### config.mk
export PLATFORM = sky130hd
export DESIGN_NAME = mc_cmd_arbiter
export DESIGN_NICKNAME = d
export VERILOG_FILES = /design/src/rtl/mc_cmd_arbiter.sv
export SDC_FILE = /design/constraint.sdc
export NUM_CORES = 1
export LEC_CHECK = 0
export CORE_ASPECT_RATIO = 1.4
export CORE_MARGIN = 2
export CORE_UTILIZATION = 30
export CTS_CLUSTER_SIZE = 20
export DETAILED_ROUTE_END_ITERATION = 10
export SETUP_SLACK_MARGIN = 0.02
export SYNTH_ARGS = -nofsm -noshare
export SYNTH_HDL_FRONTEND = slang
export SYNTH_SLANG_ARGS = --single-unit
### constraint.sdc
create_clock -name clk -period 2.4 [get_ports clk]
set_input_delay 0.48 -clock clk [delete_from_list [all_inputs] [get_ports clk]]
set_output_delay 0.48 -clock clk [all_outputs]
set_load 0.1 [all_outputs]
### src/rtl/mc_cmd_arbiter.sv
// rtl/mc_cmd_arbiter.sv - two-port round-robin + refresh arbiter in front of command_fsm
module mc_cmd_arbiter #(
  parameter int ROW_W     = 14,
  parameter int COL_W     = 10,
  parameter int BANK_W    = 3,
  parameter int TREFI_CYC = 7800,
  parameter int REF_MAX   = 8
) (
  input  logic              clk,
  input  logic              reset,
  input  logic              init_done,
  input  logic              p0_req,
  input  logic              p0_we,
  input  logic [ROW_W-1:0]  p0_row,
  input  logic [COL_W-1:0]  p0_col,
  input  logic [BANK_W-1:0] p0_bank,
  output logic              p0_gnt,
  output logic              p0_done,
  input  logic              p1_req,
  input  logic              p1_we,
  input  logic [ROW_W-1:0]  p1_row,
  input  logic [COL_W-1:0]  p1_col,
  input  logic [BANK_W-1:0] p1_bank,
  output logic              p1_gnt,
  output logic              p1_done,
  output logic              read_req,
  output logic              write_req,
  output logic              refresh_req,
  output logic [ROW_W-1:0]  row_addr,
  output logic [COL_W-1:0]  col_addr,
  output logic [BANK_W-1:0] bank_addr,
  input  logic              read_issued,
  input  logic              write_issued,
  input  logic              precharge_issued,
  input  logic              refresh_issued,
  output logic [3:0]        ref_pending,
  output logic              ref_urgent
);

  localparam int TMR_W = (TREFI_CYC > 1) ? $clog2(TREFI_CYC) : 1;

  typedef enum logic [2:0] {
    S_IDLE  = 3'd0,
    S_CMD   = 3'd1,
    S_CLOSE = 3'd2,
    S_REF   = 3'd3,
    S_REFW  = 3'd4
  } state_t;

  state_t           state, state_nxt;
  logic [TMR_W-1:0] tmr;
  logic             wrap;
  logic             prech_q, refi_q;
  logic             prech_fall, refi_fall;
  logic             rr, gport;
  logic             any_req, win, we_win;
  logic             gnt0_d, gnt1_d, done0_d, done1_d;
  logic             rd_d, wr_d, rf_d, latch, rr_d, dec;
  logic [3:0]       pend_nxt;

  assign wrap       = init_done && (tmr == TMR_W'(TREFI_CYC - 1));
  assign prech_fall = prech_q & ~precharge_issued;
  assign refi_fall  = refi_q & ~refresh_issued;
  assign any_req    = p0_req | p1_req;
  // rr port wins when it is requesting, otherwise the other port
  assign win        = rr ? p1_req : ~p0_req;
  assign we_win     = win ? p1_we : p0_we;

  // state register
  always_ff @(posedge clk) begin
    if (reset) state <= S_IDLE;
    else       state <= state_nxt;
  end

  // next-state logic; refresh always beats host traffic in idle
  always_comb begin
    state_nxt = state;
    case (state)
      S_IDLE: begin
        if (init_done) begin
          if (ref_pending != 4'd0) state_nxt = S_REF;
          else if (any_req)        state_nxt = S_CMD;
        end
      end
      S_CMD:   if (read_issued || write_issued) state_nxt = S_CLOSE;
      S_CLOSE: if (prech_fall)                  state_nxt = S_IDLE;
      S_REF:   if (refresh_issued)              state_nxt = S_REFW;
      S_REFW:  if (refi_fall)                   state_nxt = S_IDLE;
      default: state_nxt = S_IDLE;
    endcase
  end

  // next values of the registered outputs and bookkeeping strobes
  always_comb begin
    gnt0_d  = 1'b0;
    gnt1_d  = 1'b0;
    done0_d = 1'b0;
    done1_d = 1'b0;
    rd_d    = 1'b0;
    wr_d    = 1'b0;
    rf_d    = 1'b0;
    latch   = 1'b0;
    rr_d    = rr;
    dec     = 1'b0;
    case (state)
      S_IDLE: begin
        if (init_done) begin
          if (ref_pending != 4'd0) begin
            rf_d = 1'b1;
          end else if (any_req) begin
            latch  = 1'b1;
            gnt0_d = ~win;
            gnt1_d = win;
            rd_d   = ~we_win;
            wr_d   = we_win;
          end
        end
      end
      S_CMD: begin
        if (!(read_issued || write_issued)) begin
          rd_d = read_req;
          wr_d = write_req;
        end
      end
      S_CLOSE: begin
        if (prech_fall) begin
          done0_d = ~gport;
          done1_d = gport;
          rr_d    = ~gport;
        end
      end
      S_REF:   rf_d = ~refresh_issued;
      S_REFW:  dec  = refi_fall;
      default: ;
    endcase
  end

  // postponed-refresh counter: wrap and completion in the same cycle cancel out
  always_comb begin
    pend_nxt = ref_pending;
    if (wrap && !dec) begin
      if (ref_pending != 4'(REF_MAX)) pend_nxt = ref_pending + 4'd1;
    end else if (dec && !wrap && ref_pending != 4'd0) begin
      pend_nxt = ref_pending - 4'd1;
    end
  end

  // registered outputs, refresh timer, edge-detect copies and address latch
  always_ff @(posedge clk) begin
    if (reset) begin
      tmr         <= '0;
      prech_q     <= 1'b0;
      refi_q      <= 1'b0;
      rr          <= 1'b0;
      gport       <= 1'b0;
      p0_gnt      <= 1'b0;
      p1_gnt      <= 1'b0;
      p0_done     <= 1'b0;
      p1_done     <= 1'b0;
      read_req    <= 1'b0;
      write_req   <= 1'b0;
      refresh_req <= 1'b0;
      row_addr    <= '0;
      col_addr    <= '0;
      bank_addr   <= '0;
      ref_pending <= 4'd0;
      ref_urgent  <= 1'b0;
    end else begin
      tmr         <= (init_done && !wrap) ? tmr + TMR_W'(1) : '0;
      prech_q     <= precharge_issued;
      refi_q      <= refresh_issued;
      rr          <= rr_d;
      p0_gnt      <= gnt0_d;
      p1_gnt      <= gnt1_d;
      p0_done     <= done0_d;
      p1_done     <= done1_d;
      read_req    <= rd_d;
      write_req   <= wr_d;
      refresh_req <= rf_d;
      ref_pending <= pend_nxt;
      ref_urgent  <= (pend_nxt == 4'(REF_MAX));
      if (latch) begin
        gport     <= win;
        row_addr  <= win ? p1_row : p0_row;
        col_addr  <= win ? p1_col : p0_col;
        bank_addr <= win ? p1_bank : p0_bank;
      end
    end
  end

endmodule

==> Word-level counts from Yosys, hierarchy flattened <==
Cells that the tools add are included.
{ "op_classes": {"n_bitwise": 15, "n_reduce_logical": 15, "div_mod_pow": 0, "n_addsub": 3, "eq_ne": 13, "mux": 33, "n_shift": 0, "multipliers": 0, "magnitude_cmp": 0} }
{ "ops": {"columns": ["op", "count"], "rows": [
  ["two-way mux 3 bit", 8],
  ["two-way mux 1 bit", 16],
  ["case mux 3 bit (5 select lines)", 1],
  ["two-way mux 14 bit", 1],
  ["adder 13 x 1 -> 13 bit (second input constant)", 1],
  ["equality test 13 bit (second input constant)", 1],
  ["two-way mux 4 bit", 3],
  ["inverter 1 bit", 12],
  ["two-way mux 10 bit", 1],
  ["!= test 2 bit (second input constant)", 5],
  ["equality test 3 x 2 -> 1 bit (second input constant)", 2],
  ["case mux 1 bit (2 select lines)", 3],
  ["AND reduction 6 bit", 1],
  ["logical AND 1 bit", 5],
  ["OR reduction 5 bit", 1],
  ["adder 4 x 1 -> 4 bit (second input constant)", 1],
  ["equality test 4 bit (second input constant)", 1],
  ["!= test 4 bit (second input constant)", 1],
  ["nonzero test 4 bit", 1],
  ["subtractor 4 x 1 -> 4 bit (second input constant)", 1],
  ["equality test 3 x 1 -> 1 bit (second input constant)", 1],
  ["equality test 3 bit (second input constant)", 1],
  ["logical NOT 3 bit", 1],
  ["!= test 3 bit (second input constant)", 1],
  ["7 further kinds", 9]
]} }
{ "totals": {"latch_bits": 0, "output_inout_bits": 39, "mem_count": 0, "mem_bits_ro": 0, "word_cells": 97, "ram_bits": 0, "register_bits": 59} }

==> Depth between registers and ports, before layout <==
Gate-level depths: netlist of run 1.
{ "logic_depth": {"word_depth": 8, "mapped_depth": 8, "depth_no_buf": 7} }

==> Worst setup path after synthesis of run 1 <==
Ideal clock, no wire load.
{ "synth_timing": {"path_type": "register -> register", "start": "reg ref_pending[0]", "end": "reg ref_urgent", "arrival_time_ns": 2.697, "t_required_ns": 2.339, "path_slack_ns": -0.358, "setup_time_ns": 0.061, "n_path_buf": 0, "path_stages_with_launch": 8, "path_cell_list": "dfxtp_1 -> inv_1 -> ha_1 -> nor3b_1 -> or4_1 -> a211oi_1 -> a31o_2 -> and4_1"} }
{ "synth_between": {"elab_chain_len": 5} }
{ "synth_lines": {"columns": ["element", "line", "rtl"], "rows": [
  ["from (decl)", "36", "output logic [3:0] ref_pending,"],
  ["from (signal assigned)", "180", "ref_pending <= pend_nxt;"],
  ["parallel branches: the longest is 3 deep, another holds subtractor 4 x 1 -> 4 bit", null, null],
  ["two-way mux 4 bit *", "141", "if (wrap && !dec) begin"],
  ["equality test 4 bit *", "181", "ref_urgent <= (pend_nxt == 4'(REF_MAX));"],
  ["to (signal assigned)", "181", null],
  ["to (decl)", "37", "output logic ref_urgent"]
]} }
Every way passes the cells marked *.
A chain may end at the register's enable or synchronous reset.

==> Final worst setup path of run 1 <==
{ "layout_timing": {"start": "reg tmr[0]", "end": "reg tmr[7]"} }
{ "layout_between": {"elab_chain_len": 6} }
{ "layout_lines": {"columns": ["element", "line", "rtl"], "rows": [
  ["from (decl)", "51", "logic [TMR_W-1:0] tmr;"],
  ["from (signal assigned)", "169", "tmr <= (init_done && !wrap) ? tmr + TMR_W'(1) : '0;"],
  ["parallel branches: the longest is 6 deep, another holds adder 13 x 1 -> 13 bit", null, null]
]} }
Several ways; the timed one is not identified.

==> results of run 1 <==
placed cells by master, fill, tap and decap left out, drive strengths merged, types with 2 or more instances in the layout:
cell type and instances:
clkdlybuf4s50 63, nor2 60, dfxtp 59, buf 50
a211oi 31, mux2i 29, a21oi 13, clkbuf 12
inv 8, nand3 8, nand2 8, xnor2 8
nor3 7, nand2b 5, xor2 5, or3 4
and3 4, nor2b 3, o21ai 3, ha 3
clkinv 3, nor3b 3, nand4 2, and4 2
a41oi 2, nand4bb 2
cells by family after synthesis:
logic type	Yosys count	share of synthesized area (%)
AND/OR/NAND/NOR	114	21.97
XOR/XNOR	13	4.157
adder cells (fa/ha/maj)	3	1.371
AO/OA/AOI/OAI	57	14.89
flip-flops	59	43.12
multiplexers	29	10.60
buffers and inverters	26	3.883
worst max-delay path by stage:
stage	end	cells after the start	slack, ns
floorplan	ref_urgent	7	0.03
global placement	ref_urgent	7	0.005
detailed placement	ref_urgent	7	0.02
CTS	tmr[7]	5	0.20
global route	tmr[7]	5	0.05
finish	tmr[7]	5	0.21
worst max-delay path: stages (launching register included):
cell       delay [ns]
dfxtp_1          0.36
ha_1             0.29
nand4bb_4        0.15
o41ai_1          0.93
buf_4            0.30
nor2_1           0.05
state kept, by name (all words and copies together) (netlist names):
name,flops
bank_addr,3
col_addr,10
gport,1
p0_done,1
p0_gnt,1
p1_done,1
p1_gnt,1
prech_q,1
read_req,1
ref_pending,4
ref_urgent,1
refi_q,1
refresh_req,1
row_addr,14
rr,1
state,3
tmr,13
write_req,1
metal layers:
layer | up-vias | global-route usage [%]
li1 | 1290 | -
met4 | 0 | 7.725
met3 | 15 | 5.400
met2 | 89 | 23.15
met5 | - | 0
met1 | 1130 | 15.84
through the flow:
step / worst slack [ns] / power (mW)
floorplan: 0.02704 / 1.812
global placement: 0.005008 / 2.089
global route: 0.04565 / 3.333
detailed placement: 0.02232 / 2.094
CTS: 0.1960 / 3.232
finish: 0.2068 / 3.193
cell type report:
| cell class | instances | share of cell area, % |
|---|---|---|
| Inverter | 8 | 0.7306 |
| Timing Repair Buffer | 113 | 25.02 |
| Tap cell | 107 | 3.257 |
| Multi-Input combinational cell | 216 | 35.77 |
| Clock inverter | 3 | 0.3653 |
| Sequential cell | 59 | 28.86 |
| Clock buffer | 12 | 5.997 |
report_power, final:
part           total [mW]  leakage [nW]  switching, mW  internal (mW)
Clock                1.12         0.132          0.409          0.713
Combinational       0.965          1.07          0.679          0.286
Sequential           1.11         0.484         0.0474           1.06
Total                3.19          1.68           1.14           2.06
==> flow_summary_export.csv, run 1 <==
group,metric,value,unit
synth,syn_area,0.002739,mm²
finish,finalNonFillerCells,518,
finish,syn2layout_area_growth,50.07,%
min_path,whs_endpoint,"tmr[0]",
synth,synth_top_area_share,43.12,%
synth,synth_edf_count,0,
min_path,min-delay-path-class,"reg2reg",
sta,slew_viol_final,0,
sta,rsz0062_at_grt,"no",
sta,finalHoldViolCount,0,
clock_network,post_cts_resized,0,
global_routing,antenna_found_initial,0,
drt,met2_length,3.198,mm
drt,via_count,2524,
clock_network,path_clk_slew,0.05,ns
power_and_ir_drop,p_per_area,777.0,mW/mm²
synth,yosysSeqAreaShare,43.12,%
die,die_area,0.009921,mm²
setup_path,cp.required,2.61,ns
outcome,outcome,"completed",
drt,vias_per_cell,4.873,
setup_path,regToRegSetupSlack,0.21,ns
synth,synthTopCellsByCount,"60 x nor2_1, 59 x dfxtp_1, 31 x a211oi_1",
synth,ys_warn_count,0,
clock_network,numCtsBuffers,9,
synth,syn_nets,369,
sta,whs,0.4654,ns
clock_network,insertion_delay,0.32,ns
synth,synthTopCellsByArea,"dfxtp_1 43%, mux2i_1 11%, a211oi_1 8.5%",
setup_path,crit_type,"reg2reg",
setup_path,r2r-end,"tmr[7]",
die,core_area,0.008926,mm²
setup_path,worst_setup_path_end_kind,"register",
power_and_ir_drop,static-leakage-power,1.685,nW
finish,multi_input_area,0.001470,mm²
placement,portBuffers,103,
finish,drive_gt1_share,18.73,%
sta,finalSetupViolations,0,
drt,first_iter_violations,114,
finish,utilization,46.05,%
clock_network,cts-root-buf,"clkbuf_16",
finish,final_area,0.004110,mm²
global_routing,groute.usage.overall,14.11,%
setup_path,r2r-start,"tmr[0]",
setup_path,crit_path_max_fanout,8,
die,die_w,84.76,µm
sta,tns,0,ns
synth,syn_avg_cell_area,9.099,µm²
placement,dpl-instance-area,0.003844,mm²
drt,wl,6.814,mm
die,ios,104,
synth,postSynthCellCount,301,
drt,drt-pass1-iter-count,4,
die,initial_core_util,30.68,%
synth,synth_flop_cell,"dfxtp_1",
setup_path,critPathLaunchType,"register",
placement,gp_congestion,0.7667,
die,die_height,117.1,µm
sta,max-slew-margin-rel,28.99,%
drt,remaining_drc_errors,0,
sta,worst_pin_slew,1.051,ns
placement,placedCellCount,503,
power_and_ir_drop,peakVddDrop,0.0004914,V
clock_network,h-tree-depth,3,
drt,ant_nets,0,
setup_path,r2r_cells,5,
setup_path,cp.arrival,2.40,ns
drt,routedWlPerCell,13.15,µm
drt,drt-met1-wl,2.906,mm
job,max_cap_viol_count,0,
die,rows,41,
finish,nets,475,
sta,fin_skew,0.006418,ns
global_routing,grt_pass1_wl,11.05,mm
synth,yosysMostFrequentCell,"nor2_1",
min_path,hold_path_depth,1,
synth,yosysTopAreaCell,"dfxtp_1",
finish,register_area,0.001186,mm²
sta,fmax,456.0,MHz
synth,synth.distinct_cells,42,
placement,hpwl,5.183,mm
drt,route.met3.wl,480,µm
finish,num-fill-cells,904,
clock_network,cts_setup_buffers,0,
clock_network,cts_max_path_buffers,2,
global_routing,grt_pass1_vias,2457,
global_routing,grt_max_degree,34,
min_path,min-delay-start,"tmr[0]",
clock_network,cts_tree,"yes",
sta,period_share,91.38,%
drt,highest_layer,"met4",
finish,n_antenna_cell,0,
global_routing,grt-ovfl-total,0,
synth,ys_ff_latch,59,
clock_network,clock-sinks,59,
clock_network,cts_hold_buf,0,
setup_path,startpoint,"tmr[0]",
synth,async_flop_share,0,%
sta,period_needed,2.193,ns
Power figures use the tool's default switching activity.
==> run 2, diff against run 1 <==
- CELL_PAD_IN_SITES_DETAIL_PLACEMENT: default -> 1
- CELL_PAD_IN_SITES_GLOBAL_PLACEMENT: default -> 1
- PLACE_DENSITY_LB_ADDON: default -> 0.1
==> run 2 against run 1 <==
  * Die area unchanged
  * Register-to-register slack gained 0.06 ns
  * Critical endpoint is now ref_urgent
  * Global-route usage is 1.8 points higher
  * Largest cell class unchanged
  * Sequential power hardly changed
==> flow_summary_export.csv, run 2 (same netlist as run 1, synthesis figures left out) <==
group,metric,value,unit
global_routing,groute.usage.overall,15.86,%
clock_network,cts_setup_buffers,0,
drt,met2_length,3.798,mm
drt,highest_layer,"met4",
power_and_ir_drop,peakVddDrop,0.0005071,V
clock_network,insertion_delay,0.32,ns
clock_network,cts_tree,"yes",
drt,drt-pass1-iter-count,4,
drt,drt-met1-wl,3.081,mm
finish,nets,477,
sta,finalSetupViolations,0,
setup_path,cp.required,2.66,ns
finish,finalNonFillerCells,520,
placement,hpwl,5.803,mm
setup_path,r2r-start,"ref_pending[0]",
clock_network,h-tree-depth,3,
sta,tns,0,ns
clock_network,cts_max_path_buffers,2,
sta,fin_skew,0.005679,ns
setup_path,crit_type,"in2reg",
job,max_cap_viol_count,0,
power_and_ir_drop,power,3.352,mW
placement,gp_congestion,0.8067,
sta,period_share,89.14,%
global_routing,grt-ovfl-total,0,
clock_network,path_clk_slew,0.05,ns
drt,via_count,2560,
finish,multi_input_area,0.001465,mm²
clock_network,cts-root-buf,"clkbuf_16",
clock_network,clock-sinks,59,
sta,finalHoldViolCount,0,
finish,final_cell_mix,"63 x clkdlybuf4s50_1, 60 x nor2_1, 57 x dfxtp_1",
die,die_w,84.76,µm
drt,ant_nets,0,
global_routing,antenna_found_initial,0,
sta,rsz0062_at_grt,"no",
setup_path,critPathLaunchType,"primary input",
finish,n_antenna_cell,0,
clock_network,numCtsBuffers,9,
min_path,min-delay-path-class,"reg2reg",
die,ios,104,
sta,period_needed,2.139,ns
die,die_area,0.009921,mm²
finish,largest_reg_flops,14,
finish,final_common_cell,"clkdlybuf4s50_1",
drt,routedWlPerCell,14.64,µm
global_routing,grt_max_degree,56,
power_and_ir_drop,p_per_area,805.6,mW/mm²
die,rows,41,
sta,fmax,467.5,MHz
placement,portBuffers,103,
clock_network,cts_hold_buf,0,
finish,top_register,"row_addr",
drt,wl,7.614,mm
finish,drive_gt1_share,19.37,%
placement,placedCellCount,505,
drt,vias_per_cell,4.923,
min_path,min-delay-start,"tmr[0]",
finish,syn2layout_area_growth,51.90,%
sta,max-slew-margin-rel,58.65,%
outcome,outcome,"completed",
setup_path,startpoint,"refresh_issued",
die,initial_core_util,30.68,%
drt,remaining_drc_errors,0,
finish,reg.largest.list,"row_addr x14, tmr x13, col_addr x10",
die,core_area,0.008926,mm²
finish,utilization,46.61,%
sta,worst_pin_slew,0.6189,ns
finish,num-fill-cells,1057,
setup_path,cp.arrival,2.40,ns
drt,route.met3.wl,631,µm
finish,register_area,0.001186,mm²
drt,first_iter_violations,72,
sta,slew_viol_final,0,
global_routing,grt_pass1_vias,2605,
sta,whs,0.4599,ns
global_routing,grt_pass1_wl,12.36,mm
setup_path,worst_setup_path_end_kind,"register",
power_and_ir_drop,static-leakage-power,1.708,nW
clock_network,post_cts_resized,0,
die,die_height,117.1,µm
setup_path,crit_path_max_fanout,2,
## run 2: cell types whose count changed in the layout (fill, tap and decap cells not counted)
cell / previous run / this run
buf_4: 47 / 49
bufinv_16: 0 / 1
clkbuf_1: 2 / 0
clkbuf_8: 1 / 2
clkinv_2: 3 / 1
clkinvlp_4: 0 / 1
inv_4: 0 / 1
nor3b_1: 2 / 3
nor3b_2: 1 / 0
## run 2: per-layer routing
metal	vias to the layer above	GRT usage, %
met4	0	6.561
met1	1183	16.98
li1	1291	-
met5	-	0
met3	8	7.363
met2	78	27.14
## run 2: power by group
part | internal [mW] | switching (mW) | leakage [nW]
logic | 0.284 | 0.681 | 1.08
registers | 1.06 | 0.0507 | 0.484
clock network | 0.851 | 0.427 | 0.148
## run 2: area by class of cell
type                    count  share of cell area [%]
well taps                 107                   3.218
flip-flops and latches     59                   28.51
repair buffers            115                   25.08
clock buffers              11                   6.075
multi-input cells         216                   35.22
clock inverters             4                   1.173
inverters                   8                  0.7218
## run 2: final timing paths
check / to / cells after the start / slack (ns)
setup / recovery: ref_urgent / 7 / 0.26
hold / removal: tmr[0] / 1 / 0.46
setup reg to reg: row_addr[3] / 7 / 0.27
hold reg to reg: tmr[0] / 1 / 0.46
## run 2: per-stage QoR
step / cell area [µm²] / setup slack, ns
after global routing: 4160 / 0.07634
after detailed placement: 3859 / -0.03763
after global placement: 3859 / 0.02361
after CTS: 4160 / 0.2378
after floorplan: 2744 / 0.02704
final: 4160 / 0.2608
## run 2: critical path, cell delays in order
cell and delay [ns]:
clkdlybuf4s50_1 0.41, nand4bb_1 0.20, nand2b_1 0.18, or4_1 0.54, a211oi_1 0.25, a31o_2 0.17
and4_1 0.16
==> run 3, diff against run 2 <==
- clock period: 2.4 -> 2.6 ns (I/O delays scaled with it)
==> run 3 against run 2 <==
  * Final cell count decreased by 0.77%
  * Sequential cell count is the same
  * Critical path type is now reg2reg
  * Worst setup slack gained 0.025 ns
  * Clock-buffer cell count unchanged
  * Via count down 0.78%
  * Critical endpoint is now col_addr[9]
  * Combinational power decreased by 8.2%
  * Sequential power is 8% lower
  * Largest power group unchanged
  * Sequential share of layout area grew 0.26 points
  * Utilization decreased by 0.52 points
==> flow_summary_export.csv, run 3 (same netlist as run 1, synthesis figures left out) <==
group,metric,value,unit
power_and_ir_drop,p_per_area,745.9,mW/mm²
clock_network,h-tree-depth,3,
clock_network,insertion_delay,0.32,ns
clock_network,post_cts_resized,0,
finish,register_area,0.001184,mm²
global_routing,antenna_found_initial,0,
setup_path,critPathLaunchType,"register",
drt,remaining_drc_errors,0,
power_and_ir_drop,static-leakage-power,1.681,nW
finish,num-fill-cells,1054,
clock_network,cts_setup_buffers,0,
sta,worst_pin_slew,0.6975,ns
finish,final_cell_mix,"63 x clkdlybuf4s50_1, 60 x nor2_1, 57 x dfxtp_1",
finish,syn2layout_area_growth,50.21,%
die,core_area,0.008926,mm²
finish,largest_reg_flops,14,
sta,period_share,89.00,%
sta,finalHoldViolCount,0,
power_and_ir_drop,pwr-share-comb,28.9,%
finish,drive_gt1_share,18.34,%
min_path,min-delay-path-class,"reg2reg",
drt,drt-pass1-iter-count,4,
clock_network,cts-root-buf,"clkbuf_16",
setup_path,cp.required,2.83,ns
finish,final_common_cell,"clkdlybuf4s50_1",
drt,via_count,2540,
setup_path,crit_type,"reg2reg",
sta,slew_viol_final,0,
finish,utilization,46.09,%
finish,finalNonFillerCells,516,
setup_path,max_stage_delay,0.62,ns
setup_path,crit_path_max_fanout,55,
finish,nets,472,
drt,ant_nets,0,
global_routing,grt_pass1_vias,2599,
clock_network,cts_max_path_buffers,2,
placement,portBuffers,103,
die,initial_core_util,30.68,%
setup_path,cp.arrival,2.54,ns
power_and_ir_drop,p_clk_share,37.9,%
sta,fin_skew,0.005344,ns
clock_network,path_clk_slew,0.05,ns
power_and_ir_drop,p_seq_share,33.3,%
global_routing,grt-ovfl-total,0,
clock_network,cts_tree,"yes",
finish,top_register,"row_addr",
clock_network,cts_hold_buf,0,
placement,hpwl,5.558,mm
setup_path,worst_setup_path_end_kind,"register",
die,die_w,84.76,µm
setup_path,cp_cell_sequence,"inv_1 > ha_1 > nor3b_1 > o2111a_2 > buf_12 > nor2_1 > a211oi_1",
placement,gp_congestion,0.7625,
sta,fmax,432.2,MHz
sta,max-slew-margin-rel,53.40,%
drt,first_iter_violations,84,
finish,reg.largest.list,"row_addr x14, tmr x13, col_addr x10",
drt,routedWlPerCell,14.12,µm
sta,period_needed,2.314,ns
clock_network,numCtsBuffers,9,
power_and_ir_drop,p_switching,1.070,mW
finish,multi_input_area,0.001465,mm²
die,die_height,117.1,µm
clock_network,clock-sinks,59,
die,ios,104,
drt,wl,7.288,mm
global_routing,grt_pass1_wl,11.86,mm
outcome,outcome,"completed",
power_and_ir_drop,peakVddDrop,0.0004177,V
sta,whs,0.4544,ns
setup_path,crit_slowest_cell,"nor3b_1",
power_and_ir_drop,internal_power,1.999,mW
global_routing,grt_max_degree,56,
job,max_cap_viol_count,0,
sta,rsz0062_at_grt,"no",
finish,n_antenna_cell,0,
placement,placedCellCount,500,
global_routing,groute.usage.overall,15.27,%
die,rows,41,
drt,vias_per_cell,4.922,
die,die_area,0.009921,mm²
sta,finalSetupViolations,0,
power_and_ir_drop,swShare,34.87,%
sta,tns,0,ns
power_and_ir_drop,power,3.068,mW
-- run 3: changes by cell type in the layout (fill, tap and decap cells not counted), sizes merged --
cell / delta
buf: -5
clkinv: +2
inv: -1
-- run 3: cell type report --
class	instances	share of cell area [%]
clock buffers	11	5.900
clock inverters	5	1.277
inverters	8	0.7299
multi-input cells	216	35.61
flip-flops and latches	59	28.77
well taps	107	3.254
repair buffers	110	24.45
-- run 3: critical path: cells and delay by family, from the launching register on --
kind                       cells  cell delay [ns]
AOI/OAI and AO/OA              2             0.56
buffers and inverters          2             0.32
DFF                            1             0.34
adders and majority gates      1             0.28
and+or+nand+nor                2             0.68
-- run 3: worst paths after layout --
kind | startpoint | endpoint | slack, ns | cells after the start
max reg2reg | ref_pending[1] | col_addr[9] | 0.29 | 7
min | tmr[0] | tmr[0] | 0.45 | 1
min reg2reg | tmr[0] | tmr[0] | 0.45 | 1
max | ref_pending[1] | col_addr[9] | 0.29 | 7
-- run 3: through the flow --
step | cell area [µm²] | worst slack (ns)
finish | 4114 | 0.2861
global placement | 3819 | 0.1398
detailed placement | 3819 | 0.09422
floorplan | 2741 | 0.2109
CTS | 4114 | 0.2609
global route | 4114 | 0.1432
-- run 3: power groups by stage --
stage          clock network [mW]  logic [mW]  registers [mW]
3_5_place_dp                    0       0.895            1.04
4_1_cts                      1.20       0.896            1.02
6_report                     1.16       0.886            1.02
3_3_place_gp                    0       0.890            1.04
2_1_floorplan                   0       0.207            1.47
5_1_grt                      1.24       0.937            1.03
-- run 3: layer usage --
layer  track usage [%]  vias to the layer above  part of all wire, %
met1             15.19                     1181                   38
met2             27.14                       74                   52
met5                 0                        -                    0
met4             6.667                        0                  1.4
li1                  -                     1278                    -
met3             7.363                        7                  8.6
